--- config.mk ---
export PLATFORM = sky130hd
export DESIGN_NAME = rv32i_id_hazard_stage
export DESIGN_NICKNAME = d
export VERILOG_FILES = /design/src/rtl/rv32i_pkg.sv /design/src/rtl/rv32i_fwd_mux.sv /design/src/rtl/rv32i_id_hazard_stage.sv
export SDC_FILE = /design/constraint.sdc
export NUM_CORES = 1
export LEC_CHECK = 0
export BUFFER_PORTS_ARGS = -buffer_cell sky130_fd_sc_hd__buf_2
export CORE_AREA = 5 5 156 158
export CTS_CLUSTER_SIZE = 25
export DETAILED_ROUTE_END_ITERATION = 8
export DIE_AREA = 0 0 161 163
export PLACE_DENSITY = 0.69
export REMOVE_ABC_BUFFERS = 1
export SETUP_SLACK_MARGIN = 0.05
export SYNTH_ARGS = -nofsm -noshare
export SYNTH_HDL_FRONTEND = slang
export SYNTH_SLANG_ARGS = --single-unit
--- constraint.sdc ---
create_clock -name clk -period 4.3 [get_ports clk]
set_clock_uncertainty 0.05 [all_clocks]
set_input_delay 0.43 -clock clk [delete_from_list [all_inputs] [get_ports clk]]
set_output_delay 0.43 -clock clk [all_outputs]
set_load 0.05 [all_outputs]
--- src/rtl/rv32i_pkg.sv ---
// Shared RV32I decode constants, HALT/RUN state type and operand-use helpers.
// Imported by the decode/hazard stage and its forwarding mux.
package rv32i_pkg;

  localparam logic [6:0] OP_LUI    = 7'b0110111;
  localparam logic [6:0] OP_AUIPC  = 7'b0010111;
  localparam logic [6:0] OP_JAL    = 7'b1101111;
  localparam logic [6:0] OP_BRANCH = 7'b1100011;
  localparam logic [6:0] OP_STORE  = 7'b0100011;
  localparam logic [6:0] OP_OP     = 7'b0110011;
  localparam logic [6:0] OP_SYSTEM = 7'b1110011;

  localparam logic [31:0] NOP    = 32'h0000_0013;
  localparam logic [31:0] EBREAK = 32'h0010_0073;

  typedef enum logic {
    ST_RUN,
    ST_HALT
  } state_e;

  function automatic logic uses_rs1(input logic [6:0] op);
    return !((op == OP_LUI) || (op == OP_AUIPC) ||
             (op == OP_JAL));
  endfunction

  function automatic logic uses_rs2(input logic [6:0] op);
    return (op == OP_OP) || (op == OP_STORE) ||
           (op == OP_BRANCH);
  endfunction

  function automatic logic writes_rd(input logic [31:0] iw);
    logic [6:0] op;
    op = iw[6:0];
    return !((op == OP_STORE) || (op == OP_BRANCH) ||
             (op == OP_SYSTEM)) && (iw[11:7] != 5'd0);
  endfunction

endpackage

--- src/rtl/rv32i_fwd_mux.sv ---
// Operand source select: lowest-index enabled forwarding match wins, else
// register file; x0 always reads 0. o_pend flags the chosen source as not ready.
module rv32i_fwd_mux #(
  parameter int XLEN    = 32,
  parameter int NUM_FWD = 3
) (
  input  logic [4:0]              i_rs,
  input  logic [XLEN-1:0]         i_rf_data,
  input  logic [NUM_FWD-1:0]      i_df_en,
  input  logic [5*NUM_FWD-1:0]    i_df_reg,
  input  logic [XLEN*NUM_FWD-1:0] i_df_data,
  input  logic [NUM_FWD-1:0]      i_df_pend,
  output logic [XLEN-1:0]         o_data,
  output logic                    o_pend
);

  // Walk oldest to youngest so the youngest match is the last assignment.
  always_comb begin
    o_data = i_rf_data;
    o_pend = 1'b0;
    for (int i = NUM_FWD - 1; i >= 0; i--) begin
      if (i_df_en[i] && (i_df_reg[5*i +: 5] == i_rs)) begin
        o_data = i_df_data[XLEN*i +: XLEN];
        o_pend = i_df_pend[i];
      end
    end
    if (i_rs == 5'd0) begin
      o_data = '0;
      o_pend = 1'b0;
    end
  end

endmodule

--- src/rtl/rv32i_id_hazard_stage.sv ---
// RV32I decode stage: operand forwarding, load-use stall, flush and EBREAK halt.
// Ports: IF inputs (valid/iw/pc/regfile data), forwarding bus df_*, EX register outputs.
module rv32i_id_hazard_stage
  import rv32i_pkg::*;
#(
  parameter int XLEN        = 32,
  parameter int NUM_FWD     = 3,
  parameter int STALL_CNT_W = 16
) (
  input  logic                    clk,
  input  logic                    reset,
  input  logic                    valid_in,
  input  logic [31:0]             iw_in,
  input  logic [31:0]             pc_in,
  input  logic [XLEN-1:0]         rs1_data_in,
  input  logic [XLEN-1:0]         rs2_data_in,
  input  logic                    flush_in,
  input  logic [NUM_FWD-1:0]      df_en,
  input  logic [5*NUM_FWD-1:0]    df_reg,
  input  logic [XLEN*NUM_FWD-1:0] df_data,
  input  logic [NUM_FWD-1:0]      df_pend,
  output logic [4:0]              rs1_reg,
  output logic [4:0]              rs2_reg,
  output logic                    stall_out,
  output logic                    valid_out,
  output logic                    wb_en_out,
  output logic [31:0]             pc_out,
  output logic [31:0]             iw_out,
  output logic [4:0]              wb_reg,
  output logic [XLEN-1:0]         rs1_data_out,
  output logic [XLEN-1:0]         rs2_data_out,
  output logic                    halted,
  output logic [STALL_CNT_W-1:0]  stall_cnt
);

  state_e                 r_state;
  state_e                 w_state_nxt;
  logic                   r_valid;
  logic                   r_wb_en;
  logic [31:0]            r_pc;
  logic [31:0]            r_iw;
  logic [4:0]             r_wb_reg;
  logic [XLEN-1:0]        r_rs1;
  logic [XLEN-1:0]        r_rs2;
  logic [STALL_CNT_W-1:0] r_cnt;

  logic [XLEN-1:0] w_rs1_fwd;
  logic [XLEN-1:0] w_rs2_fwd;
  logic            w_rs1_pend;
  logic            w_rs2_pend;
  logic            w_live;
  logic            w_hazard;
  logic            w_ebreak;
  logic            w_issue;

  assign rs1_reg = iw_in[19:15];
  assign rs2_reg = iw_in[24:20];

  rv32i_fwd_mux #(.XLEN(XLEN), .NUM_FWD(NUM_FWD)) u_fwd_rs1 (
    .i_rs      (rs1_reg),
    .i_rf_data (rs1_data_in),
    .i_df_en   (df_en),
    .i_df_reg  (df_reg),
    .i_df_data (df_data),
    .i_df_pend (df_pend),
    .o_data    (w_rs1_fwd),
    .o_pend    (w_rs1_pend)
  );

  rv32i_fwd_mux #(.XLEN(XLEN), .NUM_FWD(NUM_FWD)) u_fwd_rs2 (
    .i_rs      (rs2_reg),
    .i_rf_data (rs2_data_in),
    .i_df_en   (df_en),
    .i_df_reg  (df_reg),
    .i_df_data (df_data),
    .i_df_pend (df_pend),
    .o_data    (w_rs2_fwd),
    .o_pend    (w_rs2_pend)
  );

  // Flush outranks the hazard: a squashed instruction never stalls.
  assign w_live   = valid_in && !flush_in && (r_state == ST_RUN);
  assign w_hazard = w_live &&
    ((uses_rs1(iw_in[6:0]) && w_rs1_pend) ||
     (uses_rs2(iw_in[6:0]) && w_rs2_pend));
  assign w_ebreak = w_live && (iw_in == EBREAK);
  assign w_issue  = w_live && !w_hazard && !w_ebreak;

  assign stall_out = w_hazard && !reset;
  assign halted    = (r_state == ST_HALT);

  always_ff @(posedge clk) begin
    if (reset) r_state <= ST_RUN;
    else       r_state <= w_state_nxt;
  end

  always_comb begin
    w_state_nxt = r_state;
    unique case (r_state)
      ST_RUN:  if (w_ebreak) w_state_nxt = ST_HALT;
      ST_HALT: w_state_nxt = ST_HALT;
      default: w_state_nxt = ST_RUN;
    endcase
  end

  always_ff @(posedge clk) begin
    if (reset) begin
      r_valid  <= 1'b0;
      r_wb_en  <= 1'b0;
      r_pc     <= '0;
      r_iw     <= NOP;
      r_wb_reg <= '0;
      r_rs1    <= '0;
      r_rs2    <= '0;
    end else begin
      r_pc <= pc_in;
      if (w_issue) begin
        r_valid  <= 1'b1;
        r_wb_en  <= writes_rd(iw_in);
        r_iw     <= iw_in;
        r_wb_reg <= iw_in[11:7];
        r_rs1    <= w_rs1_fwd;
        r_rs2    <= w_rs2_fwd;
      end else begin
        r_valid  <= 1'b0;
        r_wb_en  <= 1'b0;
        r_iw     <= NOP;
        r_wb_reg <= '0;
        r_rs1    <= '0;
        r_rs2    <= '0;
      end
    end
  end

  always_ff @(posedge clk) begin
    if (reset)
      r_cnt <= '0;
    else if (stall_out && (r_cnt != '1))
      r_cnt <= r_cnt + 1'b1;
  end

  assign valid_out    = r_valid;
  assign wb_en_out    = r_wb_en;
  assign pc_out       = r_pc;
  assign iw_out       = r_iw;
  assign wb_reg       = r_wb_reg;
  assign rs1_data_out = r_rs1;
  assign rs2_data_out = r_rs2;
  assign stall_cnt    = r_cnt;

endmodule
Yosys cells after proc, flatten, opt, wreduce, memory -nomap -nowiden --
Index checks and enable logic that the tools add are counted.
Storage, ports and cells: output and inout bits 163, logic and storage cells 80, input port bits 249, flip-flop bits (word level) 152
Operators by class: muxes and demuxes 17, equality and inequality tests 15, bitwise logic cells 2, reductions and logical operators 36, $add $sub $neg 1
Operator list (count):
- $mux 32 | 6
- $eq 32x21->1 const B | 1
- $eq 5x5->1 | 6
- $eq 7x6->1 const B | 3
- $eq 7x7->1 const B | 3
- $logic_and 1x1->1 | 17
- $add 16x1->16 const B | 1
- $ne 16x16->1 const B | 1
- $logic_not 5->1 | 2
- $mux 1 | 10
- $eq 7x5->1 const B | 1
- $logic_or 1x1->1 | 7
- $logic_not 1->1 | 6
- $reduce_or 3->1 | 2
- $reduce_bool 5->1 | 1
- $not 1->1 | 2
- $pmux 1 s2 | 1
- $reduce_or 2->1 | 1

Depth between registers and ports, before layout --
depth in word-level cells 14, gate-level depth with buffers 10, depth with buffers taken out 7

Hierarchy --
Synthesis repeated with hierarchy kept, for this count alone.
Second synthesis, totals: cell total of the unflattened synthesis 775, area, all modules 7414.6 sq um
Modules (own cells, without submodules):
- rv32i_id_hazard_stage | area an instance 4566.9 sq um, seq. area each 2942.8 sq um, times used 1, cells each 409
- rv32i_fwd_mux | area an instance 1423.9 sq um, seq. area each 0.0 sq um, times used 2, cells each 183

Least setup slack after synthesis --
Ideal clock, no wire load.
kind in2out, from input port iw_in[20], to output port stall_out, slack 1.586 ns, arrival time 2.234 ns, buffers on the path 3, required time 3.820 ns, stages on the path 9, path through buf_6 > xor2_1 > nor3_2 > and3_1 > a221o_2 > a22oi_4 > buf_8 > buf_8 > nor2_1
On the way: longest elaborated chain between the ends 10, elaborated cells between the ends (all ways) 15, classes of those cells eq/ne (3); mux (4); reduce/logical (8)
RTL lines:
- start, declared | RTL line rv32i_id_hazard_stage.sv:13 | input logic [31:0] iw_in,
- $eq 5x5->1 | RTL line rv32i_fwd_mux.sv:22 | if (i_df_en[i] && (i_df_reg[5*i +: 5] == i_rs)) begin
- $logic_and 1x1->1 | RTL line rv32i_fwd_mux.sv:22
- $mux 1 (3 in a row) | RTL line rv32i_fwd_mux.sv:22
- $mux 1 (*) | RTL line rv32i_fwd_mux.sv:27 | if (i_rs == 5'd0) begin
- $logic_and 1x1->1 (*) | RTL line rv32i_id_hazard_stage.sv:85 | (uses_rs2(iw_in[6:0]) && w_rs2_pend));
- $logic_or 1x1->1 (*) | RTL line rv32i_id_hazard_stage.sv:84 | ((uses_rs1(iw_in[6:0]) && w_rs1_pend) ||
- $logic_and 1x1->1 (*) | RTL line rv32i_id_hazard_stage.sv:83 | assign w_hazard = w_live &&
- $logic_and 1x1->1 (*) | RTL line rv32i_id_hazard_stage.sv:89 | assign stall_out = w_hazard && !reset;
- end, declared | RTL line rv32i_id_hazard_stage.sv:24 | output logic stall_out,
Every way passes the cells marked *; elsewhere a longest branch is shown, timed or not.

Worst setup path in the final report --
from input port iw_in[18], to output port stall_out
On the way: longest elaborated chain between the ends 10, elaborated cells between the ends (all ways) 15, classes of those cells eq/ne (3); mux (4); reduce/logical (8)
RTL lines (RTL line):
- $eq 5x5->1 | rv32i_fwd_mux.sv:22
- $logic_and 1x1->1 | rv32i_fwd_mux.sv:22
- $mux 1 (3 in a row) | rv32i_fwd_mux.sv:22
- $mux 1 (*) | rv32i_fwd_mux.sv:27
- $logic_and 1x1->1 (*) | rv32i_id_hazard_stage.sv:84
- $logic_or 1x1->1 (*) | rv32i_id_hazard_stage.sv:84
- $logic_and 1x1->1 (*) | rv32i_id_hazard_stage.sv:83
- $logic_and 1x1->1 (*) | rv32i_id_hazard_stage.sv:89
Marks and branches as above.

==> reports/results.txt <==
At the end of routability-driven placement, the weighted congestion stood at 0.911. Derived from the worst setup path, the maximum achievable clock frequency is 0.320 GHz. The number of antenna violations at the first check in global routing came out at 3. For the signal arrival time at the worst endpoint, the log shows 2.64 ns. Most numerous cell on the critical path: sky130_fd_sc_hd__buf_2.

The library cell contributing the largest single delay on the critical path was sky130_fd_sc_hd__or3_2. After detailed routing, the number of vias per cell comes to 4.90. The power density over cell area is 365 nW/um^2. Buffers inserted during clock tree synthesis total 17.

The first global-routing pass estimated 37.6 mm of wire. The die area is 26,200 um^2, and the total of cells resized after clock tree synthesis is 0. The core footprint is 23,000 um^2, and the relative max-transition margin is 0.528. The per-cell routed wire length is 17.2 um, and the number of ports placed on the die boundary is 412. The source-to-sink clock delay at the later pin of the worst-skew pair was 0.41 ns; the number of nets with antenna violations after detailed routing was 0. The final layout contains 1,404 nets. VDD sags by at most 0.232 mV.

For the number of placement rows, the log shows 56. Proportion of layout cells with a drive suffix above 1: 0.415. Leaving out fill and tap cells, the most frequent cells in the layout are sky130_fd_sc_hd__buf_2, sky130_fd_sc_hd__dfxtp_1, sky130_fd_sc_hd__nor2_1. Setup violations remaining at the end of the flow were counted as 0.

The die is 161 um wide. The chip height was 163 um. The analysis attributes to net switching a power of 1.07 mW. The worst setup slack before clock tree synthesis is 1.19 ns, and the buffer and inverter count on the worst path is 3. In this run, distinct cell masters in the synthesized netlist total 48.

STA puts the critical path data required time at 3.82 ns. Cell count after placement: 1,425. After legalization and detailed placement, the total HPWL measured 19.1 mm. The post-placement cell area is 9030 um^2. Clock-pin slew was measured on the worst setup and hold paths at 0.07 ns. Leaving out fill and tap cells, the most frequent cell in the layout is sky130_fd_sc_hd__buf_2.

The effective utilization at floorplan came out at 0.302. After the first detailed-routing iteration, the DRC count stood at 362. Traced cell by cell, the critical path runs through buf_2 > xnor2_1 > nand3_1 > or3_2 > and3_4 > a22oi_4 > buf_4 > nor2_1 > buf_2. The routed wire length was 25.1 mm; the internal power of the cells was 2.44 mW. The register share of total power is 0.405, and the clock share of power is 0.421. Synthesis produced a netlist whose cell count is 785. The logs give 2 for the maximum root-to-sink buffer count and 3.50 mW for the overall power consumption. Entering global routing, the biggest net connects 65 pins. The tools report the overflow left after global routing as 0.

The run finished with clean final reports. For this design the static power due to leakage is 4.51 nW. The setup fix buffers added after clock tree synthesis was 0; the count of buffers inserted at the top-level ports was 411.

Share of Yosys cell area claimed by the top area cell type: 0.424. The flop and latch count out of synthesis works out to 147. The biggest area contributor in the post-synthesis netlist is sky130_fd_sc_hd__dfxtp_1. TritonCTS built the clock tree.

Yosys attributes the largest share of cell area to sky130_fd_sc_hd__dfxtp_1, sky130_fd_sc_hd__mux2i_1, sky130_fd_sc_hd__nor2_1. The CTS sink count is 147, and the period utilization is 0.726. The share of the yosys chip area belonging to registers was 0.424; the count of TritonRoute iterations in the first routing pass was 5. The logs give 0 for the total count of max-transition violations in the final report and 7,145 for the number of vias in the routed layout. Averaged over all synthesized cells, the footprint is 8.84 um^2. For the pin with the worst max-slew slack, the measured transition is 0.708 ns. The final critical delay including setup and external delays works out to 3.12 ns. The tree is rooted in a sky130_fd_sc_hd__clkbuf_16. Total routing usage reported by global routing: 0.181. The number of global-route vias before repair was 7,100. Setup repair after global routing left no endpoint under its margin.

Yosys printed 0 warnings. The run gives 1,459 as the final instance count without filler cells. The tools report the nature of the critical path endpoint as an output port. The tools report the count of hold-fix buffers inserted at cts as 0. The relative area change from synthesis to final layout came out at 38.5%. STA classifies the critical path startpoint as an input pin. In this design, the stage delay of the slowest critical-path cell is 0.52 ns.

For the slack of the critical path, the log shows 1.18 ns. The top fanout value on the critical path is 34, and the total of max-cap violations is 0. The synthesized netlist occupies a cell area of 6940 um^2. For the hold violation total from the final report, the log shows 0. The layout has 2,319 filler cells. The H-tree generated during clock tree synthesis spans 4 levels. Among cell families on the critical path, the largest total delay comes from simple AND/OR/NAND/NOR gates. The worst hold path belongs to the class in -> reg. After routing the design area is 9610 um^2.

For the share of total power in combinational logic, the log shows 0.174. The critical path is of the in -> out type. The switching share of power came out at 0.304. For this run, design rule violations remaining after detail routing come to 0.
per-layer routing:
layer | track usage | up-vias | routed length [um]
li1 | - | 3476 | -
met1 | 0.211 | 3286 | 10100
met5 | 0 | - | 7
met2 | 0.313 | 343 | 12200
met4 | 0.0733 | 2 | 669
met3 | 0.0526 | 38 | 2070
metrics by stage:
step,utilization,TNS (ns),hold WS (ns)
floorplan,-,-0.195,0.449
global placement,0.393,0,0.438
detailed placement,0.393,0,0.447
CTS,0.418,0,0.150
global route,0.418,0,0.155
finish,0.418,0,0.174
power by group through the flow:
stage,combinational [mW],sequential [mW],clock [mW]
6_report,0.611,1.42,1.47
5_1_grt,0.655,1.42,1.58
4_1_cts,0.613,1.42,1.53
3_5_place_dp,0.612,1.45,0
3_3_place_gp,0.607,1.45,0
2_1_floorplan,0.176,1.61,0
flip-flops by register name, summed over array words and instances, names as in the netlist:
register and cells:
valid_out 1, iw_out 32, halted 1, wb_en_out 1, rs2_data_out 32, rs1_data_out 32
stall_cnt 16, pc_out 32
cells by family (layout without fill, tap and decap cells):
family	Yosys count	in the layout	share of synthesized area
mux	74	74	0.108
fa+ha+maj	1	1	0.00180
compound gates	158	158	0.146
flops	147	147	0.424
simple gates	301	301	0.218
other cells	0	2	0
xor+xnor	30	30	0.0379
buf+inv	74	456	0.0633
Yosys cell counts (all sizes together):
master,n
dfxtp,147
xnor2,24
nor2b,40
o21ai,6
o211ai,1
a31oi,1
o31a,1
a21boi,1
buf,42
mux2i,65
a22oi,1
nor2,150
and2,2
or4,3
a21oi,75
nand2,14
a221o,2
nand2b,8
mux2,9
nor3,11
xor2,6
and3,36
nand4b,2
nor4b,1
a211oi,68
ha,1
nand3,17
or3,4
nor4,3
or2,1
o31ai,2
nand4,9
clkbuf,28
inv,4
worst paths after layout:
| path | end | slack, ns | cells after the start | start |
|---|---|---|---|---|
| min reg2reg | stall_cnt[15] | 0.46 | 2 | stall_cnt[15] |
| max reg2reg | stall_cnt[3] | 1.94 | 7 | stall_cnt[4] |
| max | stall_out | 1.18 | 9 | iw_in[18] |
| min | pc_out[19] | 0.17 | 2 | pc_in[19] |
cell type report:
type | count | area, um^2 | share of cell area
diodes | 2 | 5.00 | 0.000521
clock buffers | 18 | 429 | 0.0447
clock inverters | 14 | 140 | 0.0146
inverters | 4 | 15.0 | 0.00156
multi-input cells | 564 | 3590 | 0.373
flip-flops and latches | 147 | 2940 | 0.306
well taps | 290 | 363 | 0.0378
repair buffers | 420 | 2120 | 0.221
Note: power is estimated with default switching activity, not from simulation.
